<file path="src/rtl/song_sequencer_pkg.sv">
// Shared definitions for the song sequencer.
//   state_t          : sequencer state encoding
//   ROM field layout : {div_left, div_right, beats} within a 48-bit ROM word
//   END_MARKER       : beats value that terminates a song
//   VOL_STEP_DEFAULT : amplitude increment per volume level
package song_seq_pkg;

  typedef enum logic [2:0] {
    S_IDLE,
    S_FETCH,
    S_LOAD,
    S_PLAY,
    S_PAUSE,
    S_END
  } state_t;

  localparam int NOTE_W  = 22;
  localparam int ROM_W   = 48;
  localparam int BEATS_W = 4;
  localparam int AMP_W   = 16;
  localparam int VOL_W   = 3;

  localparam int DIVL_MSB  = 47;
  localparam int DIVL_LSB  = 26;
  localparam int DIVR_MSB  = 25;
  localparam int DIVR_LSB  = 4;
  localparam int BEATS_MSB = 3;
  localparam int BEATS_LSB = 0;

  localparam logic [BEATS_W-1:0] END_MARKER       = '0;
  localparam logic [AMP_W-1:0]   VOL_STEP_DEFAULT = 16'h1000;

endpackage

</file>
<file path="src/rtl/song_sequencer_if.sv">
// Bundle of control, song-ROM and buzzer signals around the song sequencer.
//   master : player controls, piano keys and ROM read data; observes outputs
//   slave  : the sequencer; drives rom_addr, divisors, amplitudes, busy, done
interface song_sequencer_if #(
  parameter int ADDR_W = 8
);
  import song_seq_pkg::*;

  logic                play_pause;
  logic                stop;
  logic                loop_en;
  logic [VOL_W-1:0]    vol;
  logic                key_valid;
  logic [NOTE_W-1:0]   key_div;
  logic [ADDR_W-1:0]   rom_addr;
  logic [ROM_W-1:0]    rom_data;
  logic [NOTE_W-1:0]   note_div_left;
  logic [NOTE_W-1:0]   note_div_right;
  logic [AMP_W-1:0]    high;
  logic [AMP_W-1:0]    low;
  logic                busy;
  logic                done;

  modport master (
    output play_pause, stop, loop_en, vol, key_valid, key_div, rom_data,
    input  rom_addr, note_div_left, note_div_right, high, low, busy, done
  );

  modport slave (
    input  play_pause, stop, loop_en, vol, key_valid, key_div, rom_data,
    output rom_addr, note_div_left, note_div_right, high, low, busy, done
  );

endinterface

</file>
<file path="src/rtl/song_sequencer_beat_timer.sv">
// Beat timer: counts enabled cycles and emits a one-cycle tick on the last
// cycle of every BEAT_DIV-cycle beat.
//   clk, rst_n : clock, asynchronous active-low reset
//   clear      : restart the beat at phase 0 (wins over enable)
//   enable     : advance the beat phase this cycle
//   tick       : high on the final enabled cycle of a beat
module beat_timer #(
  parameter int BEAT_DIV = 25000000
) (
  input  logic clk,
  input  logic rst_n,
  input  logic clear,
  input  logic enable,
  output logic tick
);

  localparam int              CNT_W = $clog2(BEAT_DIV);
  localparam logic [CNT_W-1:0] LAST = CNT_W'(BEAT_DIV - 1);

  logic [CNT_W-1:0] cnt;

  assign tick = enable && !clear && (cnt == LAST);

  always_ff @(posedge clk or negedge rst_n) begin
    if (!rst_n) begin
      cnt <= '0;
    end else if (clear) begin
      cnt <= '0;
    end else if (enable) begin
      cnt <= (cnt == LAST) ? '0 : cnt + 1'b1;
    end
  end

endmodule

</file>
<file path="src/rtl/song_sequencer.sv">
// Song sequencer: walks a song ROM note by note and drives the two-channel
// buzzer divisors and amplitudes. A held piano key overrides both channels
// while the song keeps running underneath.
//   clk, rst_n : clock, asynchronous active-low reset
//   bus        : song_sequencer_if.slave (controls, keys, ROM port, buzzer
//                divisors, high/low amplitude, busy, done)
module song_sequencer
  import song_seq_pkg::*;
#(
  parameter int               BEAT_DIV = 25000000,
  parameter int               ADDR_W   = 8,
  parameter logic [AMP_W-1:0] VOL_STEP = VOL_STEP_DEFAULT
) (
  input  logic             clk,
  input  logic             rst_n,
  song_sequencer_if.slave  bus
);

  localparam logic [ADDR_W-1:0] ADDR_MAX = '1;

  state_t              state;
  logic [ADDR_W-1:0]   addr;
  logic [NOTE_W-1:0]   song_l;
  logic [NOTE_W-1:0]   song_r;
  logic [BEATS_W-1:0]  beats_left;
  logic [NOTE_W-1:0]   note_l;
  logic [NOTE_W-1:0]   note_r;
  logic                busy_q;
  logic                done_q;
  logic [AMP_W-1:0]    high_q;
  logic signed [AMP_W-1:0] low_q;

  logic [NOTE_W-1:0]  rom_divl;
  logic [NOTE_W-1:0]  rom_divr;
  logic [BEATS_W-1:0] rom_beats;
  logic               key_hit;
  logic               beat_tick;
  logic               timer_clear;
  logic               timer_en;

  function automatic logic [AMP_W-1:0] amp_high(input logic [VOL_W-1:0] v);
    logic [AMP_W+VOL_W-1:0] prod;
    prod = {{AMP_W{1'b0}}, v} * {{VOL_W{1'b0}}, VOL_STEP};
    return prod[AMP_W-1:0];
  endfunction

  function automatic logic signed [AMP_W-1:0] amp_neg(input logic [AMP_W-1:0] h);
    return -$signed(h);
  endfunction

  assign rom_divl  = bus.rom_data[DIVL_MSB:DIVL_LSB];
  assign rom_divr  = bus.rom_data[DIVR_MSB:DIVR_LSB];
  assign rom_beats = bus.rom_data[BEATS_MSB:BEATS_LSB];
  assign key_hit   = bus.key_valid && (bus.key_div != '0);

  // The beat phase restarts with every freshly loaded note and freezes in PAUSE.
  assign timer_clear = (state == S_LOAD);
  assign timer_en    = (state == S_PLAY);

  beat_timer #(
    .BEAT_DIV(BEAT_DIV)
  ) u_beat_timer (
    .clk   (clk),
    .rst_n (rst_n),
    .clear (timer_clear),
    .enable(timer_en),
    .tick  (beat_tick)
  );

  // Sequencer state and registered buzzer outputs. Divisors default to silence
  // each cycle; only branches that remain in (or enter) PLAY restore the song
  // note, and a held key overrides whatever the song chose.
  always_ff @(posedge clk or negedge rst_n) begin
    if (!rst_n) begin
      state      <= S_IDLE;
      addr       <= '0;
      song_l     <= '0;
      song_r     <= '0;
      beats_left <= '0;
      note_l     <= '0;
      note_r     <= '0;
      busy_q     <= 1'b0;
      done_q     <= 1'b0;
    end else begin
      note_l <= '0;
      note_r <= '0;
      done_q <= 1'b0;
      if (bus.stop) begin
        state  <= S_IDLE;
        addr   <= '0;
        busy_q <= 1'b0;
      end else begin
        case (state)
          S_IDLE: begin
            if (bus.play_pause) begin
              state  <= S_FETCH;
              addr   <= '0;
              busy_q <= 1'b1;
            end
          end
          S_FETCH: state <= S_LOAD;
          S_LOAD: begin
            song_l     <= rom_divl;
            song_r     <= rom_divr;
            beats_left <= rom_beats;
            if (rom_beats == END_MARKER) begin
              // An end marker at address 0 never loops: the song is empty.
              if (bus.loop_en && (addr != '0)) begin
                state <= S_FETCH;
                addr  <= '0;
              end else begin
                state  <= S_END;
                addr   <= '0;
                busy_q <= 1'b0;
                done_q <= 1'b1;
              end
            end else begin
              state  <= S_PLAY;
              note_l <= rom_divl;
              note_r <= rom_divr;
            end
          end
          S_PLAY: begin
            if (beat_tick && (beats_left == BEATS_W'(1))) begin
              if (addr != ADDR_MAX) begin
                state <= S_FETCH;
                addr  <= addr + 1'b1;
              end else if (bus.loop_en) begin
                state <= S_FETCH;
                addr  <= '0;
              end else begin
                state  <= S_END;
                addr   <= '0;
                busy_q <= 1'b0;
                done_q <= 1'b1;
              end
            end else begin
              if (beat_tick) begin
                beats_left <= beats_left - 1'b1;
              end
              if (bus.play_pause) begin
                state <= S_PAUSE;
              end else begin
                note_l <= song_l;
                note_r <= song_r;
              end
            end
          end
          S_PAUSE: begin
            if (bus.play_pause) begin
              state  <= S_PLAY;
              note_l <= song_l;
              note_r <= song_r;
            end
          end
          S_END: state <= S_IDLE;
          default: begin
            state  <= S_IDLE;
            addr   <= '0;
            busy_q <= 1'b0;
          end
        endcase
      end
      if (key_hit) begin
        note_l <= bus.key_div;
        note_r <= bus.key_div;
      end
    end
  end

  // Amplitude stage: one register after vol.
  always_ff @(posedge clk or negedge rst_n) begin
    if (!rst_n) begin
      high_q <= '0;
      low_q  <= '0;
    end else begin
      high_q <= amp_high(bus.vol);
      low_q  <= amp_neg(amp_high(bus.vol));
    end
  end

  assign bus.rom_addr       = addr;
  assign bus.note_div_left  = note_l;
  assign bus.note_div_right = note_r;
  assign bus.high           = high_q;
  assign bus.low            = low_q;
  assign bus.busy           = busy_q;
  assign bus.done           = done_q;

endmodule

</file>
<file path="src/flat_wrapper.sv">
// flat-port wrapper written by rule: the top's interface ports become plain ports
module song_sequencer_flat import song_seq_pkg::*;
#(
  parameter int               BEAT_DIV = 25000000,
  parameter int               ADDR_W   = 8,
  parameter logic [AMP_W-1:0] VOL_STEP = VOL_STEP_DEFAULT
)
  (clk, rst_n, bus_play_pause, bus_stop, bus_loop_en, bus_vol, bus_key_valid, bus_key_div, bus_rom_data, bus_rom_addr, bus_note_div_left, bus_note_div_right, bus_high, bus_low, bus_busy, bus_done);
  song_sequencer_if #(.ADDR_W(ADDR_W)) bus_i ();
  input  logic clk;
  input  logic rst_n;
  input wire logic [$bits(bus_i.play_pause)-1:0] bus_play_pause;
  input wire logic [$bits(bus_i.stop)-1:0] bus_stop;
  input wire logic [$bits(bus_i.loop_en)-1:0] bus_loop_en;
  input wire logic [$bits(bus_i.vol)-1:0] bus_vol;
  input wire logic [$bits(bus_i.key_valid)-1:0] bus_key_valid;
  input wire logic [$bits(bus_i.key_div)-1:0] bus_key_div;
  input wire logic [$bits(bus_i.rom_data)-1:0] bus_rom_data;
  output wire logic [$bits(bus_i.rom_addr)-1:0] bus_rom_addr;
  output wire logic [$bits(bus_i.note_div_left)-1:0] bus_note_div_left;
  output wire logic [$bits(bus_i.note_div_right)-1:0] bus_note_div_right;
  output wire logic [$bits(bus_i.high)-1:0] bus_high;
  output wire logic [$bits(bus_i.low)-1:0] bus_low;
  output wire logic [$bits(bus_i.busy)-1:0] bus_busy;
  output wire logic [$bits(bus_i.done)-1:0] bus_done;
  assign bus_i.play_pause = bus_play_pause;
  assign bus_i.stop = bus_stop;
  assign bus_i.loop_en = bus_loop_en;
  assign bus_i.vol = bus_vol;
  assign bus_i.key_valid = bus_key_valid;
  assign bus_i.key_div = bus_key_div;
  assign bus_i.rom_data = bus_rom_data;
  assign bus_rom_addr = bus_i.rom_addr;
  assign bus_note_div_left = bus_i.note_div_left;
  assign bus_note_div_right = bus_i.note_div_right;
  assign bus_high = bus_i.high;
  assign bus_low = bus_i.low;
  assign bus_busy = bus_i.busy;
  assign bus_done = bus_i.done;
  song_sequencer #(.BEAT_DIV(BEAT_DIV), .ADDR_W(ADDR_W), .VOL_STEP(VOL_STEP)) u_core (.clk(clk), .rst_n(rst_n), .bus(bus_i));
endmodule
</file>
<file path="config.mk">
export PLATFORM = sky130hd
export DESIGN_NAME = song_sequencer_flat
export DESIGN_NICKNAME = d
export VERILOG_FILES = /design/src/rtl/song_sequencer_pkg.sv /design/src/rtl/song_sequencer_if.sv /design/src/rtl/song_sequencer_beat_timer.sv /design/src/rtl/song_sequencer.sv /design/src/flat_wrapper.sv
export SDC_FILE = /design/constraint.sdc
export NUM_CORES = 1
export LEC_CHECK = 0
export BUFFER_PORTS_ARGS = -buffer_cell sky130_fd_sc_hd__buf_2
export CAP_MARGIN = 20
export CORE_ASPECT_RATIO = 1.1
export CORE_MARGIN = 2
export CORE_UTILIZATION = 30
export CTS_CLUSTER_DIAMETER = 200
export DETAILED_ROUTE_END_ITERATION = 8
export PLACE_DENSITY = 0.52
export SYNTH_ARGS = -nofsm -noshare
export SYNTH_HDL_FRONTEND = slang
export SYNTH_SLANG_ARGS = --single-unit
</file>
<file path="constraint.sdc">
create_clock -name clk -period 2.3 [get_ports clk]
set_input_delay 0.23 -clock clk [delete_from_list [all_inputs] [get_ports clk]]
set_output_delay 0.23 -clock clk [all_outputs]
set_load 0.02 [all_outputs]
</file>
==> impl_results.md, run 1 <==
* Logic pwr share at 0.143
* CTS max path bufs at 2
* CORE AREA at 21200 um2
* Min-delay worst type: in -> reg
* Register area share after synthesis at 0.527
* Share of power burned in the clock network at 0.396
* Cell area after synthesis at 6460 um2
* Peak VDD IR at 0.482 mV
* Critical path's most frequent cell: buf_4
* Netlist cell types at 58
* Setup TNS at 0 ns
* Reg2Reg Depth at 7
* Crit-path max FO at 6
* Die width at 144 um
* Vias in the first global route at 5504
* Yosys top cell area share at 0.527
* Critical path class: reg -> reg
* GRT Total Usage at 0.159
* Clk sink count at 136
* DP Area at 7680 um2
* Sw frac at 0.287
* Max incr delay on CP at 0.59 ns
* GP Congestion at 0.827
* Vias per inst at 4.99
* Area grow syn2layout at 28.4%
* First-pass GRT wire length at 28200 um
* Drt total wl at 17500 um
* Critical Path Sink Type: flip-flop
* Drt pass-1 iters at 4
* EDFF count, synth at 0
* FFs w/ async S/R, synth at 1.00
* DR iter-0 viols at 303
* Top delay family on crit path: simple AND/OR/NAND/NOR gates
* Postcts setup bufs at 0
* Setup WS pre-CTS at 0.0294 ns
* Internal power at 4.66 mW
* Rel. slew slack at 0.597
* Power density cells at 789 nW/um2
* Top cells by area, synth: dfrtp_1 (53%), mux2_1 (7.7%), a221o_1 (6.8%)
* TritonCTS clock tree: built
* RSZ-0062 raised after global routing: false
* CTS clk-pin slew, worst paths at 0.07 ns
* Layout Utilization at 0.391
* Layout Skew at 0.0173 ns
* Count leader, synth: dfrtp_1
* WP data arrival at 2.46 ns
* Yosys warns at 0
* CTS H-tree lvls at 4
* Final ANT Viol Nets at 0
* Ys flop type: dfrtp_1
* Non-Filler Instances at 1054
* Avg Cell Area, Syn at 11.3 um2
* Cell Chain, Critical Path: nand3_1 > buf_4 > or4_1 > nor3_1 > buf_4 > a31oi_1 > a21o_1
* Num CTS Buffers at 17
* Top-level port count at 165
* Die area at 22700 um2
* Critical path depth in cells at 7
* Synth area leader: dfrtp_1
* Switching Power at 1.88 mW
* Type of origin of the critical path: flip-flop
* Final Max Slew Viols at 0
* Cells after DPL at 1015
* Mapped Cells at 571
* Worst Path Required at 2.61 ns
* Initial antenna violation count at 2
* Sequential share of power at 0.461
* Final HPWL DP at 12900 um
* Clock root buffer: clkbuf_16
* Final setup fails at 0
* DRC Markers at 0
* Design area at 8300 um2
* FF+latch count, synth at 136
* Leakage power figure at 3.88 nW
* FMAX at 467 MHz
* Gr ovfl total at 0
* Max-capacitance violation count at 0
* Hold path cells at 2
* Final Hold Viols at 0
* Final period utilization at 0.931
* Share of layout cells above drive strength 1 at 0.301
* Largest net degree at the start of global routing at 61
* Vias at 5259
* CP max stage cell: or4_1
* Status: finished, final reports clean
* Port bufs at 139
* # nets final at 833
* CP Buf/Inv Count at 2
* Initial Util at 0.304
* Clock period minus worst slack at 2.14 ns
* Wirelength per Cell at 16.6 um
* Slew @ Worst Pin at 0.604 ns
* Top cells by count, synth: dfrtp_1 (136), a221o_1 (44), mux2_1 (44)
* Clk_lat worst skew at 0.43 ns
* Die Y at 158 um
* # rows at 56
* Setup WS post-layout at 0.158 ns
[registers in the layout, summed over array words and instances, names as in the netlist, 2 cells and up]
signal	count
u_core.beats_left	4
u_core.state	3
u_core.bus.note_div_right	22
u_core.bus.high	2
u_core.song_l	22
u_core.bus.low	4
u_core.u_beat_timer.cnt	25
u_core.song_r	22
u_core.bus.note_div_left	22
u_core.bus.rom_addr	8
[worst reg2reg max path: cells and delay by family, from the launching register on]
family          cells  cell delay [ns]
simple gates        3             1.00
flops               1             0.42
buf+inv             2             0.34
compound gates      2             0.27
[per-stage QoR]
stage	total power [mW]	hold slack, ns
floorplan	3.61	-0.0656
global placement	3.94	0.257
detailed placement	4.00	0.264
CTS	6.63	0.0168
global route	6.89	0.0227
finish	6.55	0.0291
[logic make-up after synthesis]
group | Yosys count | synth area share
flip-flops | 136 | 0.527
adder cells (fa/ha/maj) | 6 | 0.0116
XOR/XNOR | 6 | 0.00813
AND/OR/NAND/NOR | 162 | 0.141
other | 1 | 0.000580
buffers and inverters | 69 | 0.0612
multiplexers | 47 | 0.0813
AO/OA/AOI/OAI | 144 | 0.170
[power groups by stage]
stage | clock [mW] | combinational, mW | sequential, mW
2_1_floorplan | 0 | 0.537 | 3.07
3_5_place_dp | 0 | 0.946 | 3.05
5_1_grt | 2.78 | 1.05 | 3.06
3_3_place_gp | 0 | 0.904 | 3.03
6_report | 2.59 | 0.937 | 3.02
4_1_cts | 2.66 | 0.951 | 3.01
[layout by cell type, fill, tap and decap left out, drive strengths merged, types with 4 or more instances in the layout]
master	instances
a21o	8
a21oi	26
a221o	44
a22o	4
a2bb2oi	4
a31oi	15
and2	23
and3	11
buf	185
clkbuf	17
clkinv	4
conb	25
dfrtp	136
dlygate4sd3	4
ha	6
inv	23
mux2	44
nand2	33
nand2b	6
nand3	19
nand4	8
nor2	16
nor3	7
nor4	9
o21ai	22
o22ai	5
or3	7
or4	5
xnor2	4
[final cells by class]
cell class	instances	area (um2)
Antenna cell	3	7.51
Clock buffer	17	425
Clock inverter	15	133
Fill cell	2106	12900
Inverter	14	52.6
Multi-Input combinational cell	390	2770
Sequential cell	136	3400
Tap cell	290	363
Timing Repair Buffer	189	1140
[final timing paths]
check | end | slack (ns) | from
max reg2reg | u_core.u_beat_timer.cnt[23] | 0.16 | u_core.u_beat_timer.cnt[3]
min in group asynchronous | u_core.u_beat_timer.cnt[0] | 0.36 | rst_n
min reg2reg | u_core.song_l[19] | 0.49 | u_core.song_l[19]
max in group asynchronous | u_core.song_l[0] | 1.21 | rst_n
min | u_core.song_l[7] | 0.03 | bus_rom_data[33]
max | u_core.u_beat_timer.cnt[23] | 0.16 | u_core.u_beat_timer.cnt[3]
[routing by layer]
| layer | GRT usage | routed length [um] | up-vias | part of all wire |
|---|---|---|---|---|
| li1 | - | - | 2466 | - |
| met1 | 0.189 | 7360 | 2626 | 0.42 |
| met2 | 0.270 | 8650 | 153 | 0.49 |
| met3 | 0.0617 | 1340 | 14 | 0.077 |
| met4 | 0.0425 | 162 | 0 | 0.0093 |
| met5 | 0 | 0 | - | 0 |
[repair_timing]
action | in CTS | in global routing
gates resized for setup | 0 | 2
hold endpoints to repair | 60 | 0
hold buffers | 4 | 0
endpoints found under the setup margin | 0 | 1
(Power assumes the default switching activity.)
==> run 2: changes to the inputs <==
--- a/config.mk
+++ b/config.mk
@@ -9,10 +9,10 @@
 export CAP_MARGIN = 20
 export CORE_ASPECT_RATIO = 1.1
 export CORE_MARGIN = 2
-export CORE_UTILIZATION = 30
+export CORE_UTILIZATION = 53
 export CTS_CLUSTER_DIAMETER = 200
 export DETAILED_ROUTE_END_ITERATION = 8
-export PLACE_DENSITY = 0.52
+export PLACE_DENSITY = 0.82
 export SYNTH_ARGS = -nofsm -noshare
 export SYNTH_HDL_FRONTEND = slang
 export SYNTH_SLANG_ARGS = --single-unit
==> run 2 against run 1 <==
  * Combinational power rose by 3.4%
  * Final cell count fell by 13%
  * Sequential power barely moved
  * Flip-flop and latch count did not move
  * Setup slack got worse by 0.12 ns
  * Clock power rose by 7%
  * Critical path depth rose by 1
  * Utilization rose by 29 points
  * First-iteration DRC count rose by 52%
  * Largest power group unchanged
==> impl_results.md, run 2 (same netlist as run 1, synthesis figures left out) <==
* Status: finished, final reports clean
* Number of fill cells in the layout at 837
* Power density cells at 829 nW/um2
* Crit-path max FO at 17
* # rows at 42
* # nets final at 834
* Largest register FFs at 25
* Critical path class: reg -> reg
* Die Y at 120 um
* Vias in the first global route at 5855
* Drt pass-1 iters at 8
* Cells after DPL at 877
* Most frequent cells in the layout: buf_2 (138), dfrtp_1 (136), a221o_1 (44), mux2_1 (44), buf_4 (42)
* Die width at 109 um
* FF+latch area at 3400 um2
* Final HPWL DP at 12300 um
* Gr ovfl total at 0
* Clk sink count at 136
* Most common cell after layout, fill and taps aside: buf_2
* Worst Path Required at 2.59 ns
* Worst Setup SP: u_core.u_beat_timer.cnt[1]
* FMAX at 442 MHz
* CTS clk-pin slew, worst paths at 0.06 ns
* Rel. slew slack at 0.556
* Worst min-delay path startpoint: bus_rom_data[47]
* WP data arrival at 2.55 ns
* Wirelength per Cell at 19.8 um
* Initial antenna violation count at 1
* Port bufs at 139
* First-pass GRT wire length at 29000 um
* Layout Skew at 0.00874 ns
* Max-capacitance violation count at 0
* Final period utilization at 0.983
* Die area at 13100 um2
* CORE AREA at 12000 um2
* Diodes inserted at 0
* Leakage power figure at 3.91 nW
* CTS H-tree lvls at 4
* Clk_lat worst skew at 0.42 ns
* Initial Util at 0.539
* Hold Worst Slack at 0.0434 ns
* Num CTS Buffers at 17
* GP Congestion at 0.884
* Multi-input logic area at 2800 um2
* Met3 wire length at 1650 um
* Drt total wl at 18100 um
* Max Used Layer: met5
* Vias at 5577
* Slew @ Worst Pin at 0.666 ns
* Vias per inst at 6.10
* DRC Markers at 0
* Final Hold Viols at 0
* Largest net degree at the start of global routing at 72
* Final ANT Viol Nets at 0
* Non-Filler Instances at 915
* Metal2 WL at 9020 um
* CTS max path bufs at 2
* Biggest register: u_core.u_beat_timer.cnt
* Layout Utilization at 0.685
* Top-level port count at 165
* Clock period minus worst slack at 2.26 ns
* Final setup fails at 0
* Type of origin of the critical path: flip-flop
* Clock root buffer: clkbuf_16
* Worst r2r src: u_core.u_beat_timer.cnt[1]
* Share of layout cells above drive strength 1 at 0.305
* GRT Total Usage at 0.288
* Final Max Slew Viols at 0
* CP max stage cell: dfrtp_1
* DR iter-0 viols at 460
* Metal-1 WL at 6840 um
* TritonCTS clock tree: built
* Cell Chain, Critical Path: ha_1 > nand2_1 > nor4_2 > and3_2 > a2111oi_4 > buf_4 > buf_12 > a221o_1
* Peak VDD IR at 0.715 mV
* Area grow syn2layout at 26.9%
* Min-delay worst type: in -> reg
* Max incr delay on CP at 0.40 ns
* Critical Path Sink Type: flip-flop
-- run 2: changes by cell type in the layout (fill, tap and decap cells not counted), sizes merged --
cell,delta
buf,+1
bufinv,+3
inv,-7
diode,-3
clkinvlp,+2
clkinv,+1
-- run 2: repair_timing --
item / in CTS / in global routing
setup endpoints to repair: 0 / 40
buffers inserted: 0 / 3
hold endpoints to repair: 72 / 0
hold buffers: 4 / 0
gates resized for setup: 0 / 6
-- run 2: metal layers --
metal	GRT usage	vias up
met4	0.137	2
met1	0.348	2737
met2	0.465	308
met3	0.0913	60
met5	0	-
li1	-	2470
-- run 2: where the power goes --
group | switching, mW | total [mW] | internal, mW | leakage [nW]
registers | 0.250 | 3.05 | 2.80 | 1.74
logic | 0.527 | 0.969 | 0.442 | 1.88
clock network | 1.07 | 2.78 | 1.70 | 0.282
-- run 2: through the flow --
step / instance area [um2] / setup TNS, ns / setup slack, ns / power, mW
floorplan: 6550 / 0 / 0.151 / 3.61
global placement: 7510 / -5.67 / -0.156 / 3.90
detailed placement: 7510 / -9.74 / -0.263 / 4.02
CTS: 8150 / 0 / 0.00840 / 6.81
global route: 8200 / -0.0117 / -0.00620 / 7.04
finish: 8200 / 0 / 0.0394 / 6.80
-- run 2: worst max-delay path: cells and delay by family, from the launching register on --
kind / cells / cell delay, ns
simple gates: 3 / 0.72
compound gates: 2 / 0.47
flops: 1 / 0.40
buf+inv: 2 / 0.34
fa+ha+maj: 1 / 0.21
-- run 2: final timing paths --
| path | endpoint | slack, ns | depth (start not counted) |
|---|---|---|---|
| max in group asynchronous | u_core.bus.rom_addr[4] | 1.19 | 3 |
| worst max-delay path | u_core.bus.note_div_right[6] | 0.04 | 8 |
| worst max register to register | u_core.bus.note_div_right[6] | 0.04 | 8 |
| worst min register to register | u_core.song_r[2] | 0.49 | 1 |
| worst min-delay path | u_core.song_l[21] | 0.04 | 2 |
| min in group asynchronous | u_core.bus.note_div_right[18] | 0.39 | 2 |
-- run 2: cell type report --
| type | instances | area share |
|---|---|---|
| clock buffers | 17 | 0.0519 |
| clock inverters | 14 | 0.0212 |
| inverters | 14 | 0.00641 |
| multi-input cells | 390 | 0.341 |
| flip-flops and latches | 136 | 0.415 |
| well taps | 154 | 0.0235 |
| repair buffers | 190 | 0.141 |
==> run 3: changes to the inputs <==
--- a/config.mk
+++ b/config.mk
@@ -12,6 +12,7 @@
 export CORE_UTILIZATION = 53
 export CTS_CLUSTER_DIAMETER = 200
 export DETAILED_ROUTE_END_ITERATION = 8
+export GPL_TIMING_DRIVEN = 0
 export PLACE_DENSITY = 0.82
 export SYNTH_ARGS = -nofsm -noshare
 export SYNTH_HDL_FRONTEND = slang
==> run 3 against run 2 <==
  * Clock skew is 0.00095 ns higher
  * Fmax is 1.5% higher
  * Final area is 1.1% higher
  * First-iteration DRC count is 0.43% higher
  * Die area stayed put
  * Utilization is 0.74 points higher
  * Power is 1.3% lower
  * Critical path type unchanged
  * Critical endpoint is now u_core.song_l[17]
==> impl_results.md, run 3 (same netlist as run 1, synthesis figures left out) <==
* First-pass GRT wire length at 28200 um
* Type of origin of the critical path: flip-flop
* Gr ovfl total at 0
* WP data arrival at 2.52 ns
* # rows at 42
* Initial antenna violation count at 0
* Largest register FFs at 25
* Most frequent cells in the layout: buf_2 (139), dfrtp_1 (135), a221o_1 (44), mux2_1 (44), nand2_1 (33)
* Final HPWL DP at 12300 um
* Wirelength per Cell at 19.1 um
* Clk_lat worst skew at 0.41 ns
* Drt pass-1 iters at 6
* Critical path class: reg -> reg
* Power, Total at 6.71 mW
* Num CTS Buffers at 17
* Power density cells at 810 nW/um2
* Port bufs at 138
* Clk sink count at 136
* Setup WS pre-CTS at -0.521 ns
* Layout Skew at 0.00969 ns
* Peak VDD IR at 0.584 mV
* Final ANT Viol Nets at 0
* TritonCTS clock tree: built
* Vias per inst at 5.98
* Met3 Use GR at 0.0945
* Final Hold Viols at 0
* DR iter-0 viols at 462
* Met1 usage at 0.346
* # nets final at 847
* Worst Path Required at 2.59 ns
* GRT Total Usage at 0.282
* CP max stage cell: clkbuf_1
* Share of layout cells above drive strength 1 at 0.321
* Die width at 109 um
* Most common cell after layout, fill and taps aside: buf_2
* Setup TNS at 0 ns
* Critical Path Sink Type: flip-flop
* Final setup fails at 0
* GRT met2 Usage at 0.467
* Initial Util at 0.539
* Cell Chain, Critical Path: or3b_1 > nor2_4 > clkbuf_1 > mux2_1
* Drt total wl at 17800 um
* Max-capacitance violation count at 0
* Largest net degree at the start of global routing at 74
* Setup WS post-layout at 0.0726 ns
* Diodes inserted at 0
* Rel. slew slack at 0.498
* RSZ-0062 raised after global routing: false
* Final period utilization at 0.968
* FMAX at 449 MHz
* Clock period minus worst slack at 2.23 ns
* Final Max Slew Viols at 0
* Die area at 13100 um2
* Crit-path max FO at 10
* CTS max path bufs at 2
* CTS H-tree lvls at 4
* Vias at 5553
* Biggest register: u_core.u_beat_timer.cnt
* Vias in the first global route at 5657
* Leakage power figure at 3.97 nW
* Top-level port count at 165
* GRT busiest layer: met2
* Max incr delay on CP at 0.54 ns
* CORE AREA at 12000 um2
* DRC Markers at 0
* Area grow syn2layout at 28.3%
* Status: finished, final reports clean
* Min-delay worst type: in -> reg
* Slew @ Worst Pin at 0.746 ns
* Die Y at 120 um
* CTS clk-pin slew, worst paths at 0.06 ns
* Clock root buffer: clkbuf_16
* GP Congestion at 0.907
* Hold Worst Slack at 0.0501 ns
run 3: critical path, delay by kind of cell, from the launching register on:
kind | cells | cell delay [ns]
buf+inv | 1 | 0.54
flops | 1 | 0.38
mux | 1 | 0.39
simple gates | 2 | 0.81
run 3: area by class of cell:
cell class / instances / area (um2)
clock buffers: 20 / 457
multi-input cells: 390 / 2870
well taps: 154 / 193
plain buffers: 54 / 362
inverters: 14 / 52.6
fillers: 865 / 3690
repair buffers: 149 / 810
flip-flops and latches: 136 / 3400
clock inverters: 12 / 140
run 3: metal layers:
metal  vias to the layer above  share of wire
met4                         0          0.018
met2                       300           0.51
met5                         -              0
met1                      2729           0.37
met3                        37           0.10
li1                       2487              -
run 3: worst paths after layout:
| kind | slack (ns) | depth (start not counted) | start | end |
|---|---|---|---|---|
| hold / removal | 0.05 | 2 | bus_rom_data[41] | u_core.song_l[15] |
| hold reg to reg | 0.49 | 1 | u_core.song_l[21] | u_core.song_l[21] |
| max in group asynchronous | 1.19 | 3 | rst_n | u_core.song_l[1] |
| setup reg to reg | 0.07 | 4 | u_core.state[2] | u_core.song_l[17] |
| setup / recovery | 0.07 | 4 | u_core.state[2] | u_core.song_l[17] |
| min in group asynchronous | 0.37 | 2 | rst_n | u_core.u_beat_timer.cnt[3] |
run 3: what timing repair did:
item	in CTS	in global routing
resized for setup	21	24
setup buffers	4	2
pin swaps	2	2
hold endpoints to repair	66	0
hold buffers	4	0
endpoints found under the setup margin	118	93
run 3: through the flow:
stage          cells  instance area [um2]  utilization
2_1_floorplan    595                 6550            -
3_3_place_gp     887                 7440        0.621
3_5_place_dp     888                 7470        0.623
4_1_cts          927                 8190        0.683
5_1_grt          929                 8290        0.692
6_report         929                 8290        0.692
run 3: power by group:
part           switching (mW)  internal, mW
clock                    1.04          1.67
combinational           0.505         0.445
sequential              0.251          2.80
total                    1.80          4.92
